File: src/rtl/forwarding_hazard_unit_pkg.sv
// Shared constants and types for the forwarding / hazard unit and its
// multiply tracker.
package forwarding_hazard_unit_pkg;

  localparam logic [1:0] FWD_RF    = 2'b00;
  localparam logic [1:0] FWD_EXMEM = 2'b01;
  localparam logic [1:0] FWD_MEMWB = 2'b10;

  // Wide enough for the largest legal multiplier latency (7).
  localparam int CNT_W = 3;

  typedef enum logic {
    IDLE = 1'b0,
    BUSY = 1'b1
  } mult_state_e;

endpackage

File: src/rtl/forwarding_hazard_unit_mult_tracker.sv
// Tracks one in-flight multiply: down-counts its latency and remembers its
// destination register so the hazard logic can stall dependent instructions.
//
// state | meaning
// IDLE  | no multiply in flight, cnt is 0
// BUSY  | multiply in flight, cnt counts remaining cycles down to 0
module mult_tracker
  import forwarding_hazard_unit_pkg::*;
#(
  parameter int unsigned REG_ADDR_W = 5,
  parameter int unsigned MULT_LAT   = 3
) (
  input  logic                  clk,
  input  logic                  rst,
  input  logic                  accept_i,
  input  logic [REG_ADDR_W-1:0] rd_i,
  output logic                  busy_o,
  output logic                  wb_valid_o,
  output logic [REG_ADDR_W-1:0] wb_rd_o
);

  mult_state_e           state_q, state_d;
  logic [CNT_W-1:0]      cnt_q, cnt_d;
  logic [REG_ADDR_W-1:0] rd_q, rd_d;

  always_ff @(posedge clk) begin
    if (rst) begin
      state_q <= IDLE;
      cnt_q   <= '0;
      rd_q    <= '0;
    end else begin
      state_q <= state_d;
      cnt_q   <= cnt_d;
      rd_q    <= rd_d;
    end
  end

  always_comb begin
    state_d = state_q;
    cnt_d   = cnt_q;
    rd_d    = rd_q;
    if (accept_i) begin
      state_d = BUSY;
      cnt_d   = CNT_W'(MULT_LAT);
      rd_d    = rd_i;
    end else if (state_q == BUSY) begin
      if (cnt_q != '0) cnt_d = cnt_q - 1'b1;
      // Destination stays visible after completion until the next accept.
      if (cnt_q <= CNT_W'(1)) state_d = IDLE;
    end
  end

  assign busy_o     = (cnt_q != '0);
  assign wb_valid_o = (cnt_q == CNT_W'(1));
  assign wb_rd_o    = rd_q;

endmodule

File: src/rtl/forwarding_hazard_unit.sv
// Operand forwarding selects, load-use detection and multiply hazard stalls
// for a classic five-stage pipeline.
module forwarding_hazard_unit
  import forwarding_hazard_unit_pkg::*;
#(
  parameter int unsigned REG_ADDR_W = 5,
  parameter int unsigned MULT_LAT   = 3
) (
  input  logic                  clk,
  input  logic                  rst,
  input  logic [REG_ADDR_W-1:0] id_rs1,
  input  logic [REG_ADDR_W-1:0] id_rs2,
  input  logic [REG_ADDR_W-1:0] id_rd,
  input  logic                  id_is_mult,
  input  logic [REG_ADDR_W-1:0] ex_rs1,
  input  logic [REG_ADDR_W-1:0] ex_rs2,
  input  logic [REG_ADDR_W-1:0] ex_rd,
  input  logic                  ex_mem_read,
  input  logic [REG_ADDR_W-1:0] mem_rd,
  input  logic                  mem_reg_write,
  input  logic [REG_ADDR_W-1:0] wb_rd,
  input  logic                  wb_reg_write,
  output logic [1:0]            fwd_a_sel,
  output logic [1:0]            fwd_b_sel,
  output logic                  stall,
  output logic                  mult_busy,
  output logic                  mult_wb_valid,
  output logic [REG_ADDR_W-1:0] mult_wb_rd
);

  function automatic logic [1:0] fwd_sel(input logic [REG_ADDR_W-1:0] rs);
    // The younger EX/MEM result wins over MEM/WB.
    if (mem_reg_write && (mem_rd != '0) && (mem_rd == rs)) return FWD_EXMEM;
    if (wb_reg_write && (wb_rd != '0) && (wb_rd == rs))    return FWD_MEMWB;
    return FWD_RF;
  endfunction

  logic load_use;
  logic mult_data_hit;
  logic mult_stall;
  logic mult_accept;

  assign fwd_a_sel = fwd_sel(ex_rs1);
  assign fwd_b_sel = fwd_sel(ex_rs2);

  assign load_use = ex_mem_read && (ex_rd != '0)
                    && ((ex_rd == id_rs1) || (ex_rd == id_rs2));

  assign mult_data_hit = (mult_wb_rd != '0)
                         && ((mult_wb_rd == id_rs1) || (mult_wb_rd == id_rs2));
  assign mult_stall    = mult_busy && (id_is_mult || mult_data_hit);

  assign stall       = load_use || mult_stall;
  assign mult_accept = id_is_mult && !stall;

  mult_tracker #(
    .REG_ADDR_W(REG_ADDR_W),
    .MULT_LAT  (MULT_LAT)
  ) u_mult_tracker (
    .clk       (clk),
    .rst       (rst),
    .accept_i  (mult_accept),
    .rd_i      (id_rd),
    .busy_o    (mult_busy),
    .wb_valid_o(mult_wb_valid),
    .wb_rd_o   (mult_wb_rd)
  );

endmodule

File: config.mk
export PLATFORM = sky130hd
export DESIGN_NAME = forwarding_hazard_unit
export DESIGN_NICKNAME = d
export VERILOG_FILES = /design/src/rtl/forwarding_hazard_unit_pkg.sv /design/src/rtl/forwarding_hazard_unit_mult_tracker.sv /design/src/rtl/forwarding_hazard_unit.sv
export SDC_FILE = /design/constraint.sdc
export NUM_CORES = 1
export LEC_CHECK = 0
export BUFFER_PORTS_ARGS = -buffer_cell sky130_fd_sc_hd__clkbuf_2
export CAP_MARGIN = 20
export CELL_PAD_IN_SITES_DETAIL_PLACEMENT = 2
export CELL_PAD_IN_SITES_GLOBAL_PLACEMENT = 2
export CORE_ASPECT_RATIO = 0.7
export CORE_MARGIN = 10
export CORE_UTILIZATION = 24
export CTS_BUF_LIST = sky130_fd_sc_hd__clkbuf_2 sky130_fd_sc_hd__clkbuf_4 sky130_fd_sc_hd__clkbuf_8
export DETAILED_ROUTE_END_ITERATION = 10
export GPL_TIMING_DRIVEN = 0
export PLACE_DENSITY = 0.82
export SLEW_MARGIN = 5
export SYNTH_ARGS = -nofsm -noshare
export SYNTH_HDL_FRONTEND = slang
export SYNTH_SLANG_ARGS = --single-unit
File: constraint.sdc
create_clock -name clk -period 2 [get_ports clk]
set_input_delay 0.1 -clock clk [delete_from_list [all_inputs] [get_ports clk]]
set_output_delay 0.1 -clock clk [all_outputs]
set_load 0.01 [all_outputs]
==> flow_metrics.py <==
metrics = {
    "run_status": {
        "status": "finished, final reports clean",
    },
    "clock_tree": {
        "cts_buffer_depth": 2,
        "post_cts_resized": 0,
        "cts_tree": "yes",
        "cts_root_buffer": "clkbuf_8",
        "clock_sink_count": 9,
        "htree_levels": 1,
        "insertion_delay_ns": 0.24,
        "post_cts_buffers": 0,
        "cts-buffers-inserted": 3,
        "clk_pin_slew_ns": 0.05,
        "cts_hold_buf": 0,
    },
    "yosys": {
        "yosysWarnings": 0,
        "ys_ff_latch": 9,
        "synth-adder-area-share_pct": 3.56,
        "yosysSeqAreaShare_pct": 17.1,
        "synth_top_cell_area_share_pct": 20.8,
        "synth.distinct_cells": 27,
        "synth_compound_area_share_pct": 12.5,
        "synth_area_mm2": 0.00105,
        "synthXorXnorAreaFrac_pct": 34.9,
        "synth_nets": 179,
        "synth-simple-area-share_pct": 24.0,
        "synth_top_family_by_area": "XOR/XNOR gates",
        "synth_edf_count": 0,
        "synthCells": 130,
        "synth_flop_cell": "dfxtp_1",
        "synth_top_area_cell": "xnor2_1",
        "synth.top_cells.by_area": "xnor2_1 (21%), dfxtp_1 (17%), xor2_1 (14%)",
        "async_reset_ff_share_pct": 0,
        "syn_avg_cell_area_um2": 8.11,
        "synth_mux_area_share_pct": 4.74,
    },
    "power": {
        "p_switching_uw": 393,
        "power_density_mw_per_mm2": 671,
        "peakVddDrop_uv": 365,
        "clkPwrFrac_pct": 24.3,
        "seq_power_share_pct": 28.3,
        "pwr-share-comb_pct": 47.4,
        "p_sw_share_pct": 40.2,
        "power.leakage_uw": 0.000636,
        "p_int_uw": 585,
    },
    "setup_path": {
        "cp_data_arrival_time_ns": 1.93,
        "crit_path_start": "u_mult_tracker.cnt_q[0]$_SDFFE_PP0P_",
        "slowest_stage": "nor3b_1",
        "r2r_start": "u_mult_tracker.cnt_q[0]$_SDFFE_PP0P_",
        "crit_path_max_incr_delay_ns": 0.32,
        "path_cells": "inv_1 -> ha_1 -> nor2b_1 -> nand2_1 -> clkbuf_1 -> nor3b_1 -> mux2i_1 -> nand2_1",
        "crit_buf_inv": 2,
        "crit_path_start_kind": "register",
        "path_delay_family": "simple AND/OR/NAND/NOR gates",
        "worstPathMaxFanout": 10,
        "critPathCaptureType": "register",
        "path_common_cell": "nand2_1",
        "path_class": "reg2reg",
        "crit_required_ns": 2.18,
    },
    "timing": {
        "period_minus_slack_ns": 1.74,
        "timing.setup.tns_ns": 0,
        "slew_headroom_pct": 63.7,
        "worst_pin_slew_ns": 0.545,
        "finalClockSkew_ns": 0.00165,
        "post-route-period-util_pct": 87.2,
        "clock.fmax_ghz": 0.573,
        "hold_viol": 0,
        "drv_slew": 0,
        "setup_viol": 0,
        "rsz0062_at_grt": "false",
    },
    "flow_run": {
        "timing.max_cap.violations": 0,
    },
    "finish": {
        "drive_gt1_share_pct": 35.1,
        "final_cells": 246,
        "n_antenna_cell": 0,
        "final_nets": 241,
        "syn2layout_area_growth_pct": 38.2,
        "fillers": 533,
        "fin_area_mm2": 0.00146,
    },
    "place": {
        "dp.cells": 242,
        "dpl_cell_area_mm2": 0.00141,
        "numPortBuffers": 57,
        "hpwlAfterDp_um": 3820,
        "globalplace.congestion": 0.789,
    },
    "global_route": {
        "grtUsageTotal_pct": 11.1,
        "grt_overflow": 0,
        "grt_pass1_vias": 1271,
        "grt_max_degree": 11,
        "grt_first_pass_wirelength_um": 6640,
        "antenna_found_initial": 0,
    },
    "detailed_routing": {
        "wire_per_inst_um": 17.4,
        "first_pass_iters": 4,
        "vias": 1156,
        "routed_wl_um": 4290,
        "drcViolationCount": 0,
        "postRouteAntennaNets": 0,
        "viasPerCell": 4.70,
        "drt-initial-drc-count": 24,
    },
    "floorplanning": {
        "io_pins": 58,
        "rows": 20,
        "core_mm2": 0.00428,
        "fp.dieH_um": 75.5,
        "die_w_um": 99.2,
        "dieArea_mm2": 0.00749,
        "initial_core_util_pct": 24.6,
    },
    "hold_path": {
        "hold_class": "in2reg",
        "hold_start": "id_rd[3]",
    },
}
-- power by group through the flow --
stage / Clock, uW / Sequential (uW) / Combinational, uW
after CTS: 241 / 277 / 474
after global routing: 251 / 285 / 524
after global placement: 0 / 278 / 455
after floorplan: 0 / 271 / 279
final: 238 / 277 / 464
after detailed placement: 0 / 280 / 469
-- tightest hold or removal path, delay by kind of cell --
kind / cells / cell delay, ns
multiplexers: 1 / 0.12
AND/OR/NAND/NOR: 2 / 0.20
buffers and inverters: 1 / 0.08
-- path summary, 6_finish.rpt --
check | end | slack (ns) | cells past startpoint
worst max-delay path | u_mult_tracker.wb_rd_o[2]$_SDFFE_PP0P_ | 0.26 | 8
worst min-delay path | u_mult_tracker.wb_rd_o[3]$_SDFFE_PP0P_ | 0.30 | 4
worst max register to register | u_mult_tracker.wb_rd_o[2]$_SDFFE_PP0P_ | 0.26 | 8
worst min register to register | u_mult_tracker.state_q$_SDFF_PP0_ | 0.51 | 2
-- Yosys cell counts (all sizes together) (2+ instances only) --
library cell	number
a21oi	6
a32oi	5
buf	2
dfxtp	9
ha	3
inv	5
mux2i	5
nand2	12
nand3	7
nor2	3
nor2b	2
nor3b	10
nor4	4
o21ai	5
or4	5
xnor2	25
xor2	17
-- layer usage --
metal,part of all wire [%],GRT usage (%)
met4,1.3,4.28
met2,51,20.0
met5,0,0
met3,0.96,0.453
met1,47,13.9
-- layout make-up --
class	instances	area [um2]	area share [%]
multi-input combinational	113	840	57.6
timing repair buffer	57	285	19.6
sequential	9	180	12.4
tap	55	68.8	4.72
clock buffer	4	48.8	3.35
inverter	5	18.8	1.29
buffer	3	16.3	1.12
-- flip-flops by register name (all words and copies together), names as in the netlist --
name	flops
u_mult_tracker.cnt_q	3
u_mult_tracker.state_q	1
u_mult_tracker.wb_rd_o	5
-- through the flow --
| stage | utilization, % | hold WS, ns | setup slack, ns | total power, uW |
|---|---|---|---|---|
| 2_1_floorplan | - | 0.348 | 0.542 | 550 |
| 3_3_place_gp | 32.9 | 0.493 | 0.301 | 733 |
| 3_5_place_dp | 32.9 | 0.501 | 0.252 | 749 |
| 4_1_cts | 34.1 | 0.303 | 0.232 | 992 |
| 5_1_grt | 34.1 | 0.313 | 0.000903 | 1060 |
| 6_report | 34.1 | 0.301 | 0.255 | 978 |
-- layout by cell type, fill, tap and decap left out, types with 2 or more instances in the layout --
cell type and instances:
clkbuf_2 57, xnor2_1 25, xor2_1 17, nand2_1 12, nor3b_1 10, dfxtp_1 9
nand3_1 7, a21oi_1 6, or4_1 5, mux2i_1 5, a32oi_1 5, inv_1 4
nor2_1 3, nor4_1 3, ha_1 3, clkbuf_8 3, nor2b_1 2, o21ai_0 2
o21ai_1 2
-- kinds of logic after synthesis --
group,after synthesis
buf+inv,8
compound gates,19
mux,5
xor+xnor,42
flops,9
fa+ha+maj,3
simple gates,44
Note: power is estimated with default switching activity, not from simulation.
